==> config.mk <==
export PLATFORM = sky130hd
export DESIGN_NAME = bm_noise_mult
export DESIGN_NICKNAME = d
export VERILOG_FILES = /design/src/rtl/bm_pkg.sv /design/src/rtl/bm_rnd_sat.sv /design/src/rtl/bm_noise_mult.sv
export SDC_FILE = /design/constraint.sdc
export NUM_CORES = 1
export LEC_CHECK = 0
export CORE_MARGIN = 2
export CORE_UTILIZATION = 55
export CTS_CLUSTER_SIZE = 25
export DETAILED_ROUTE_END_ITERATION = 10
export HOLD_SLACK_MARGIN = 0.08
export PLACE_DENSITY = 0.74
export SLEW_MARGIN = 20
export SYNTH_ARGS = -nofsm -noshare
export SYNTH_HDL_FRONTEND = slang
export SYNTH_SLANG_ARGS = --single-unit
==> constraint.sdc <==
create_clock -name clk -period 21.3 [get_ports clk]
set_clock_uncertainty 0.2 [all_clocks]
set_input_delay 2.13 -clock clk [delete_from_list [all_inputs] [get_ports clk]]
set_output_delay 2.13 -clock clk [all_outputs]
set_load 0.01 [all_outputs]
==> src/rtl/bm_pkg.sv <==
// Shared Box-Muller fixed-point formats and serialiser state encoding.
// Used by the log, sqrt, sincos and noise-multiply stages.
package bm_pkg;

    localparam int unsigned FW = 17;
    localparam int unsigned FF = 13;
    localparam int unsigned GW = 16;
    localparam int unsigned GF = 14;
    localparam int unsigned OW = 16;
    localparam int unsigned OF = 11;

    // Signed product of {1'b0,f} and g, plus the rounding shift back to the output format.
    localparam int unsigned PW = FW + 1 + GW;
    localparam int unsigned SH = FF + GF - OF;

    typedef enum logic [1:0] {
        IDLE  = 2'd0,
        SEND0 = 2'd1,
        SEND1 = 2'd2
    } state_t;

endpackage

==> src/rtl/bm_rnd_sat.sv <==
// Round-half-up, arithmetic shift by SH and saturate one product to the output format.
module bm_rnd_sat
    import bm_pkg::*;
(
    input  logic [PW-1:0] p,
    output logic [OW-1:0] x_c,
    output logic          sat_c
);

    localparam int unsigned SW = PW + 1;
    localparam int unsigned QW = SW - SH;
    localparam logic signed [SW-1:0] HALF = SW'(1) << (SH - 1);
    localparam logic signed [QW-1:0] QMAX = QW'(2 ** (OW - 1) - 1);
    localparam logic signed [QW-1:0] QMIN = ~QMAX;

    logic signed [SW-1:0] sum;
    logic signed [QW-1:0] q;

    // One extra bit of headroom keeps the rounding add from wrapping.
    always_comb begin
        sum   = $signed({p[PW-1], p}) + HALF;
        q     = QW'(sum >>> SH);
        x_c   = OW'(q);
        sat_c = 1'b0;
        if (q > QMAX) begin
            x_c   = {1'b0, {(OW-1){1'b1}}};
            sat_c = 1'b1;
        end else if (q < QMIN) begin
            x_c   = {1'b1, {(OW-1){1'b0}}};
            sat_c = 1'b1;
        end
    end

endmodule

==> src/rtl/bm_noise_mult.sv <==
// Box-Muller output stage: x0 = f*g0, x1 = f*g1, rounded and saturated,
// then serialised as x0 followed by x1 on a single ready/valid stream.
module bm_noise_mult
    import bm_pkg::*;
(
    input  logic          clk,
    input  logic          rst_n,
    input  logic          in_valid,
    output logic          in_ready,
    input  logic [FW-1:0] f,
    input  logic [GW-1:0] g0,
    input  logic [GW-1:0] g1,
    output logic          out_valid,
    input  logic          out_ready,
    output logic [OW-1:0] out_data,
    output logic          out_last,
    output logic [15:0]   sat_cnt,
    output logic [31:0]   smp_cnt
);

    localparam int unsigned CW  = 16;
    localparam int unsigned SCW = CW + 1;
    localparam int unsigned NW  = 32;

    state_t          state;
    state_t          state_nxt;
    logic            v1;
    logic [PW-1:0]   p0;
    logic [PW-1:0]   p1;
    logic [OW-1:0]   x1_q;
    logic [OW-1:0]   r0;
    logic [OW-1:0]   r1;
    logic            s0;
    logic            s1;
    logic            adv_c;
    logic            load_c;
    logic            acc_c;
    logic [OW-1:0]   data_nxt;
    logic [SCW-1:0]  sat_sum;

    assign adv_c    = (state == IDLE) | ((state == SEND1) & out_ready);
    assign load_c   = adv_c & v1;
    assign in_ready = ~v1 | adv_c;
    assign acc_c    = in_valid & in_ready;

    // S1 occupancy: a new operand set wins over a drain in the same cycle.
    always_ff @(posedge clk) begin
        if (!rst_n) begin
            v1 <= 1'b0;
        end else if (acc_c) begin
            v1 <= 1'b1;
        end else if (adv_c) begin
            v1 <= 1'b0;
        end
    end

    always_ff @(posedge clk) begin
        if (acc_c) begin
            p0 <= PW'($signed({1'b0, f})) * PW'($signed(g0));
            p1 <= PW'($signed({1'b0, f})) * PW'($signed(g1));
        end
        if (load_c) begin
            x1_q <= r1;
        end
    end

    bm_rnd_sat u_rs0 (
        .p     (p0),
        .x_c   (r0),
        .sat_c (s0)
    );

    bm_rnd_sat u_rs1 (
        .p     (p1),
        .x_c   (r1),
        .sat_c (s1)
    );

    // Serialiser next state and next output word; holds everything while stalled.
    always_comb begin
        state_nxt = state;
        data_nxt  = out_data;
        unique case (state)
            IDLE: begin
                if (v1) state_nxt = SEND0;
            end
            SEND0: begin
                if (out_ready) begin
                    state_nxt = SEND1;
                    data_nxt  = x1_q;
                end
            end
            SEND1: begin
                if (out_ready) state_nxt = v1 ? SEND0 : IDLE;
            end
            default: state_nxt = IDLE;
        endcase
        if (load_c) data_nxt = r0;
        sat_sum = {1'b0, sat_cnt} + SCW'(load_c & s0) + SCW'(load_c & s1);
    end

    always_ff @(posedge clk) begin
        if (!rst_n) begin
            state     <= IDLE;
            out_valid <= 1'b0;
            out_last  <= 1'b0;
            out_data  <= '0;
            sat_cnt   <= '0;
            smp_cnt   <= '0;
        end else begin
            state     <= state_nxt;
            out_valid <= (state_nxt != IDLE);
            out_last  <= (state_nxt == SEND1);
            out_data  <= data_nxt;
            sat_cnt   <= sat_sum[CW] ? {CW{1'b1}} : sat_sum[CW-1:0];
            if (out_valid & out_ready) begin
                smp_cnt <= smp_cnt + NW'(1);
            end
        end
    end

endmodule

==> results.py, run 1 <==
metrics = {
    "outcome": {
        "status": "complete, no violations",
    },
    "routing": {
        "wl_um": 54600,
        "viasPerCell": 5.47,
        "antenna_left": 0,
        "wl_per_cell_um": 17.3,
        "route.detailed.drc": 0,
        "dr.pass1.iters": 5,
        "routed-via-count": 17200,
        "dr.first_iter.drc_count": 1231,
    },
    "clock_network": {
        "hold_buffers": 0,
        "cts_root_buf": "clkbuf_16",
        "post-cts-setup-buffers": 0,
        "clk_path_buf_depth": 2,
        "clkLatencyLatePin_ns": 0.43,
        "cts_resized": 0,
        "cts_tree": "built",
        "cts_buffers": 17,
        "htree_levels": 4,
        "cts_sinks": 123,
        "clkSlewWorstSetupHoldPaths_ns": 0.06,
    },
    "critical_path": {
        "max_stage_delay_ns": 0.93,
        "crit_required_ns": 21.29,
        "start_kind": "input pin",
        "path_delay_family": "adder cells",
        "cp_num_buf_inv": 6,
        "cp_max_fo": 17,
        "critPathSlowestCell": "clkdlybuf4s50_1",
        "crit_top_cell": "fa_1",
        "end_kind": "flop",
        "path_class": "in2reg",
        "arrival_ns": 9.08,
        "path_cells": "clkdlybuf4s50_1 -> nand2_1 -> fa_1 -> inv_1 -> fa_1 -> inv_1 -> fa_1 -> inv_1 -> fa_1 -> fa_1 -> inv_1 -> fa_1 -> inv_1 -> ha_1 -> or3_1 -> o21bai_1 -> a21bo_1 -> or4_4 -> a31oi_1 -> o21bai_1 -> mux2i_1 -> a2111oi_0",
    },
    "placement": {
        "gp_congestion": 0.872,
        "pre_cts_ws_ns": 11.76,
        "io_buffers": 119,
        "dpl.hpwl_um": 42700,
    },
    "yosys": {
        "ys_ff_latch": 123,
        "ys_types": 60,
        "postSynthCellCount": 2546,
        "netlist_area_um2": 23100,
        "yosysSeqAreaShare_pct": 13.0,
        "synth_fp_nets": 3260,
        "synth_enable_flop_cells": 54,
        "yosysTopAreaCell": "fa_1",
        "synth_area_leaders": "fa_1 36%, ha_1 13%, inv_1 8.1%, edfxtp_1 7.0%, and2_1 6.8%",
        "ys_warn_count": 0,
        "synthFlopType": "dfxtp_1",
        "async_flop_share_pct": 0,
        "syn_area_per_cell_um2": 9.06,
        "synth_top_cell_area_share_pct": 36.0,
    },
    "power_and_ir_drop": {
        "leakagePower_nw": 12.3,
        "irDropWorstVdd_mv": 0.188,
        "p_per_area_nw_per_um2": 161,
        "total_power_mw": 4.05,
    },
    "die": {
        "die_h_um": 209,
        "core_um2": 41700,
        "initial_utilization_pct": 55.3,
        "io_pins": 120,
        "fp.dieArea_um2": 43600,
        "row_count": 75,
        "dieWidth_um": 209,
    },
    "cells_and_area": {
        "nets": 3311,
        "syn_to_final_growth_pct": 9.31,
        "diodes": 0,
        "layout_common_cells": "497 x inv_1, 415 x fa_1, 331 x nand2_1",
        "drive_above_1_share_pct": 2.41,
        "final_common_cell": "inv_1",
    },
    "job": {
        "drv_cap": 0,
    },
    "global_route": {
        "grt_pass1_wl_um": 91600,
        "antenna_found_initial": 0,
        "grt-ovfl-total": 0,
        "grt_max_degree": 67,
        "track_usage_pct": 26.3,
        "grt_pass1_vias": 18400,
    },
    "timing": {
        "fin_crit_sh_pct": 42.7,
        "relSlewSlack_pct": 36.1,
        "finalSetupViolations": 0,
        "grt_setup_unrepaired": "no",
        "final_max_slew_viol_count": 0,
        "fin_crit_ns": 9.09,
        "tns_ns": 0,
        "hold_viol": 0,
        "fmax_mhz": 110,
        "tightest_slew_ns": 0.958,
        "worst_slack_ns": 12.21,
    },
    "min_path": {
        "hold_class": "reg2reg",
    },
}
==> metrics by stage <==
step                      instance area [um^2]  hold slack [ns]  instances  util, %
final                                    25200            0.280       3149     60.5
after detailed placement                 24700            0.273       3117     59.2
after global routing                     25200            0.299       3149     60.5
after global placement                   24700            0.265       3117     59.2
after floorplan                          23100            0.308       2546        -
after CTS                                25200            0.287       3149     60.5
==> final cells by class <==
cell class / instances / area, um^2
repair buffers: 139 / 1340
well taps: 539 / 674
clock buffers: 17 / 425
flip-flops and latches: 123 / 3000
multi-input cells: 1816 / 17800
fillers: 3512 / 16500
clock inverters: 15 / 98.8
inverters: 500 / 1880
==> state kept, by name, indices dropped and copies added (netlist names) <==
name,cells
out_data,16
out_last,1
out_valid,1
p0,19
p1,19
sat_cnt,16
smp_cnt,32
state,2
v1,1
x1_q,16
==> cell usage after synthesis (all sizes together) (45+ instances only) <==
cell    count
dfxtp      69
nand3      46
edfxtp     54
o21ai      56
nor2       89
nand2     331
clkbuf    103
ha        246
and2      250
a21oi      78
xnor2      49
xor2       45
fa        415
inv       500
==> power breakdown <==
group / switching, mW / leakage, nW / total (mW) / internal (mW)
clock network: 0.111 / 0.262 / 0.259 / 0.148
logic: 1.93 / 10.9 / 3.30 / 1.37
registers: 0.0402 / 1.08 / 0.488 / 0.448
==> kinds of logic after synthesis <==
group	after synthesis	synth area share [%]
AOI/OAI and AO/OA	223	5.96
xor gates and xnor gates	94	3.57
adders and majority gates	661	49.4
buffers and inverters	607	9.88
DFF	123	13.0
muxes	5	0.217
and+or+nand+nor	833	18.0
==> routing by layer <==
layer  track usage [%]  share of wire, %
met3              3.65               5.8
met1              34.8                43
met4              8.25               2.7
met5                 0                 0
met2              44.9                49
==> final timing paths <==
path	start	to	slack (ns)	cells past startpoint
max	g0[9]	p0[26]$_DFFE_PP_	12.21	22
min	out_data[3]$_SDFFE_PN0P_	out_data[3]$_SDFFE_PN0P_	0.28	1
max reg2reg	p0[21]$_DFFE_PP_	sat_cnt[4]$_SDFF_PN0_	16.85	14
min reg2reg	out_data[3]$_SDFFE_PN0P_	out_data[3]$_SDFFE_PN0P_	0.28	1
(Power assumes the default switching activity.)
==> inputs of run 2 (changes only) <==
==> constraint.sdc (replaced) <==
create_clock -name clk -period 8.45 [get_ports clk]
set_clock_uncertainty 0.2 [all_clocks]
set_input_delay 0.845 -clock clk [delete_from_list [all_inputs] [get_ports clk]]
set_output_delay 0.845 -clock clk [all_outputs]
set_load 0.01 [all_outputs]
==> run 2 against run 1 <==
  * Sequential power grew to 2.5 times the previous value
  * Sequential cell count stayed put
  * Critical path depth is 2 lower
  * Combinational power grew to 2.6 times the previous value
  * Hold slack worse by 0.0035 ns
  * Global-route usage is 0.52 points higher
  * Power grew to 2.6 times the previous value
  * Critical path type unchanged
  * Largest cell class unchanged
==> results.py, run 2 (synthesized netlist as in run 1, its figures left out) <==
metrics = {
    "cells_and_area": {
        "largestRegisters": "smp_cnt (32), p0 (19), p1 (19)",
        "layout_common_cells": "497 x inv_1, 415 x fa_1, 331 x nand2_1",
        "largest_reg_flops": 32,
        "drive_above_1_share_pct": 3.67,
        "nets": 3343,
        "top_register": "smp_cnt",
        "final_common_cell": "inv_1",
        "syn_to_final_growth_pct": 10.8,
    },
    "power_and_ir_drop": {
        "leakagePower_nw": 12.5,
        "share_comb_of_total_power_pct": 81.3,
        "p_per_area_nw_per_um2": 407,
        "pwr-share-seq_pct": 11.8,
        "swShare_pct": 51.3,
        "p_sw_mw": 5.33,
        "irDropWorstVdd_mv": 0.570,
        "power_frac_clock_pct": 6.9,
        "p_int_mw": 5.06,
    },
    "critical_path": {
        "start_kind": "input pin",
        "cp_max_fo": 15,
        "crit_required_ns": 8.46,
        "regToRegStartpoint": "p0[21]$_DFFE_PP_",
        "end_kind": "flop",
        "timing.reg2reg.worst_path_depth": 14,
        "path_class": "in2reg",
        "arrival_ns": 7.79,
        "crit_start": "f[11]",
    },
    "timing": {
        "grt_setup_unrepaired": "no",
        "final_max_slew_viol_count": 0,
        "finalSetupViolations": 0,
        "worst_slack_ns": 0.677,
        "tns_ns": 0,
        "hold_viol": 0,
        "fmax_mhz": 129,
        "relSlewSlack_pct": 37.2,
        "fin_crit_sh_pct": 92.0,
        "tightest_slew_ns": 0.942,
        "fin_crit_ns": 7.77,
    },
    "global_route": {
        "grt_pass1_wl_um": 93000,
        "track_usage_pct": 26.8,
        "antenna_found_initial": 3,
        "grt-ovfl-total": 0,
        "grt_max_degree": 67,
        "grt_pass1_vias": 18100,
    },
    "routing": {
        "routed-via-count": 17300,
        "wl_per_cell_um": 17.5,
        "antenna_left": 0,
        "dr.first_iter.drc_count": 1193,
        "route.detailed.drc": 0,
        "viasPerCell": 5.42,
        "dr.pass1.iters": 5,
        "wl_um": 55600,
    },
    "die": {
        "fp.dieArea_um2": 43600,
        "core_um2": 41700,
        "row_count": 75,
        "io_pins": 120,
        "die_h_um": 209,
        "initial_utilization_pct": 55.3,
        "dieWidth_um": 209,
    },
    "clock_network": {
        "hold_buffers": 0,
        "cts_resized": 0,
        "htree_levels": 4,
        "clk_path_buf_depth": 2,
        "post-cts-setup-buffers": 0,
        "cts_tree": "built",
        "cts_sinks": 123,
        "cts_root_buf": "clkbuf_16",
        "clkLatencyLatePin_ns": 0.43,
        "clkSlewWorstSetupHoldPaths_ns": 0.06,
        "cts_buffers": 17,
    },
    "placement": {
        "dpl.hpwl_um": 46200,
        "gp_congestion": 0.883,
        "pre_cts_ws_ns": 0.244,
        "io_buffers": 119,
    },
    "min_path": {
        "worstHoldStart": "out_data[4]$_SDFFE_PN0P_",
        "hold_depth": 1,
        "hold_class": "reg2reg",
    },
    "job": {
        "drv_cap": 0,
    },
    "outcome": {
        "status": "complete, no violations",
    },
}
==> run 2: changes by cell type in the layout (fill, tap and decap cells not counted), sizes merged <==
cell	before	now
clkinvlp	1	2
inv	502	504
bufinv	0	1
clkbuf	17	22
clkinv	12	3
buf	20	52
diode	0	2
==> run 2: worst paths after layout <==
kind	to	slack, ns
worst max register to register	sat_cnt[4]$_SDFF_PN0_	3.94
worst min-delay path	out_data[4]$_SDFFE_PN0P_	0.28
worst max-delay path	p0[26]$_DFFE_PP_	0.68
worst min register to register	out_data[4]$_SDFFE_PN0P_	0.28
==> run 2: critical path: stages <==
cell,delay (ns)
clkdlybuf4s50_1,1.02
nand2_1,0.17
fa_1,0.60
fa_1,0.43
fa_1,0.52
inv_1,0.05
fa_1,0.46
fa_1,0.55
inv_1,0.06
fa_1,0.52
inv_1,0.05
ha_1,0.22
or3_1,0.38
o21bai_1,0.16
a21bo_1,0.20
or4_4,0.53
a31oi_1,0.28
o21bai_1,0.17
mux2i_1,0.15
a2111oi_0,0.38
==> run 2: area by class of cell <==
class,instances,area (um^2)
multi-input combinational,1816,17800
clock buffer,22,494
antenna,2,5.00
tap,539,674
inverter,500,1880
sequential,123,3000
fill,3471,16100
clock inverter,10,101
timing repair buffer,171,1610
==> run 2: metal layers <==
metal | GRT usage (%) | wire, um
met1 | 37.2 | 23800
met2 | 43.5 | 26600
met3 | 5.12 | 4140
met4 | 6.72 | 1160
met5 | 0 | 13
==> run 2: power by group through the flow <==
| stage | logic [mW] | registers, mW | clock network (mW) |
|---|---|---|---|
| finish | 8.45 | 1.23 | 0.720 |
| global route | 9.56 | 1.24 | 0.761 |
| CTS | 8.57 | 1.22 | 0.733 |
| detailed placement | 8.46 | 1.23 | 0 |
| global placement | 8.17 | 1.23 | 0 |
| floorplan | 6.06 | 1.21 | 0 |
==> run 2: stage by stage <==
stage / instance area (um^2) / power [mW] / util [%] / std cells / hold slack (ns)
after floorplan: 23100 / 7.27 / - / 2546 / 0.308
after global placement: 24900 / 9.40 / 59.9 / 3149 / 0.264
after detailed placement: 24900 / 9.70 / 59.9 / 3149 / 0.270
after CTS: 25500 / 10.5 / 61.3 / 3181 / 0.284
after global routing: 25500 / 11.6 / 61.3 / 3183 / 0.306
final: 25500 / 10.4 / 61.3 / 3183 / 0.277
==> inputs of run 3 (changes only) <==
--- a/config.mk
+++ b/config.mk
@@ -5,6 +5,7 @@
 export SDC_FILE = /design/constraint.sdc
 export NUM_CORES = 1
 export LEC_CHECK = 0
+export ABC_CLOCK_PERIOD_IN_PS = 8450
 export CORE_MARGIN = 2
 export CORE_UTILIZATION = 55
 export CTS_CLUSTER_SIZE = 25
==> results of run 3 <==
The final DEF is identical to that of run 2; final timing and power are the same.
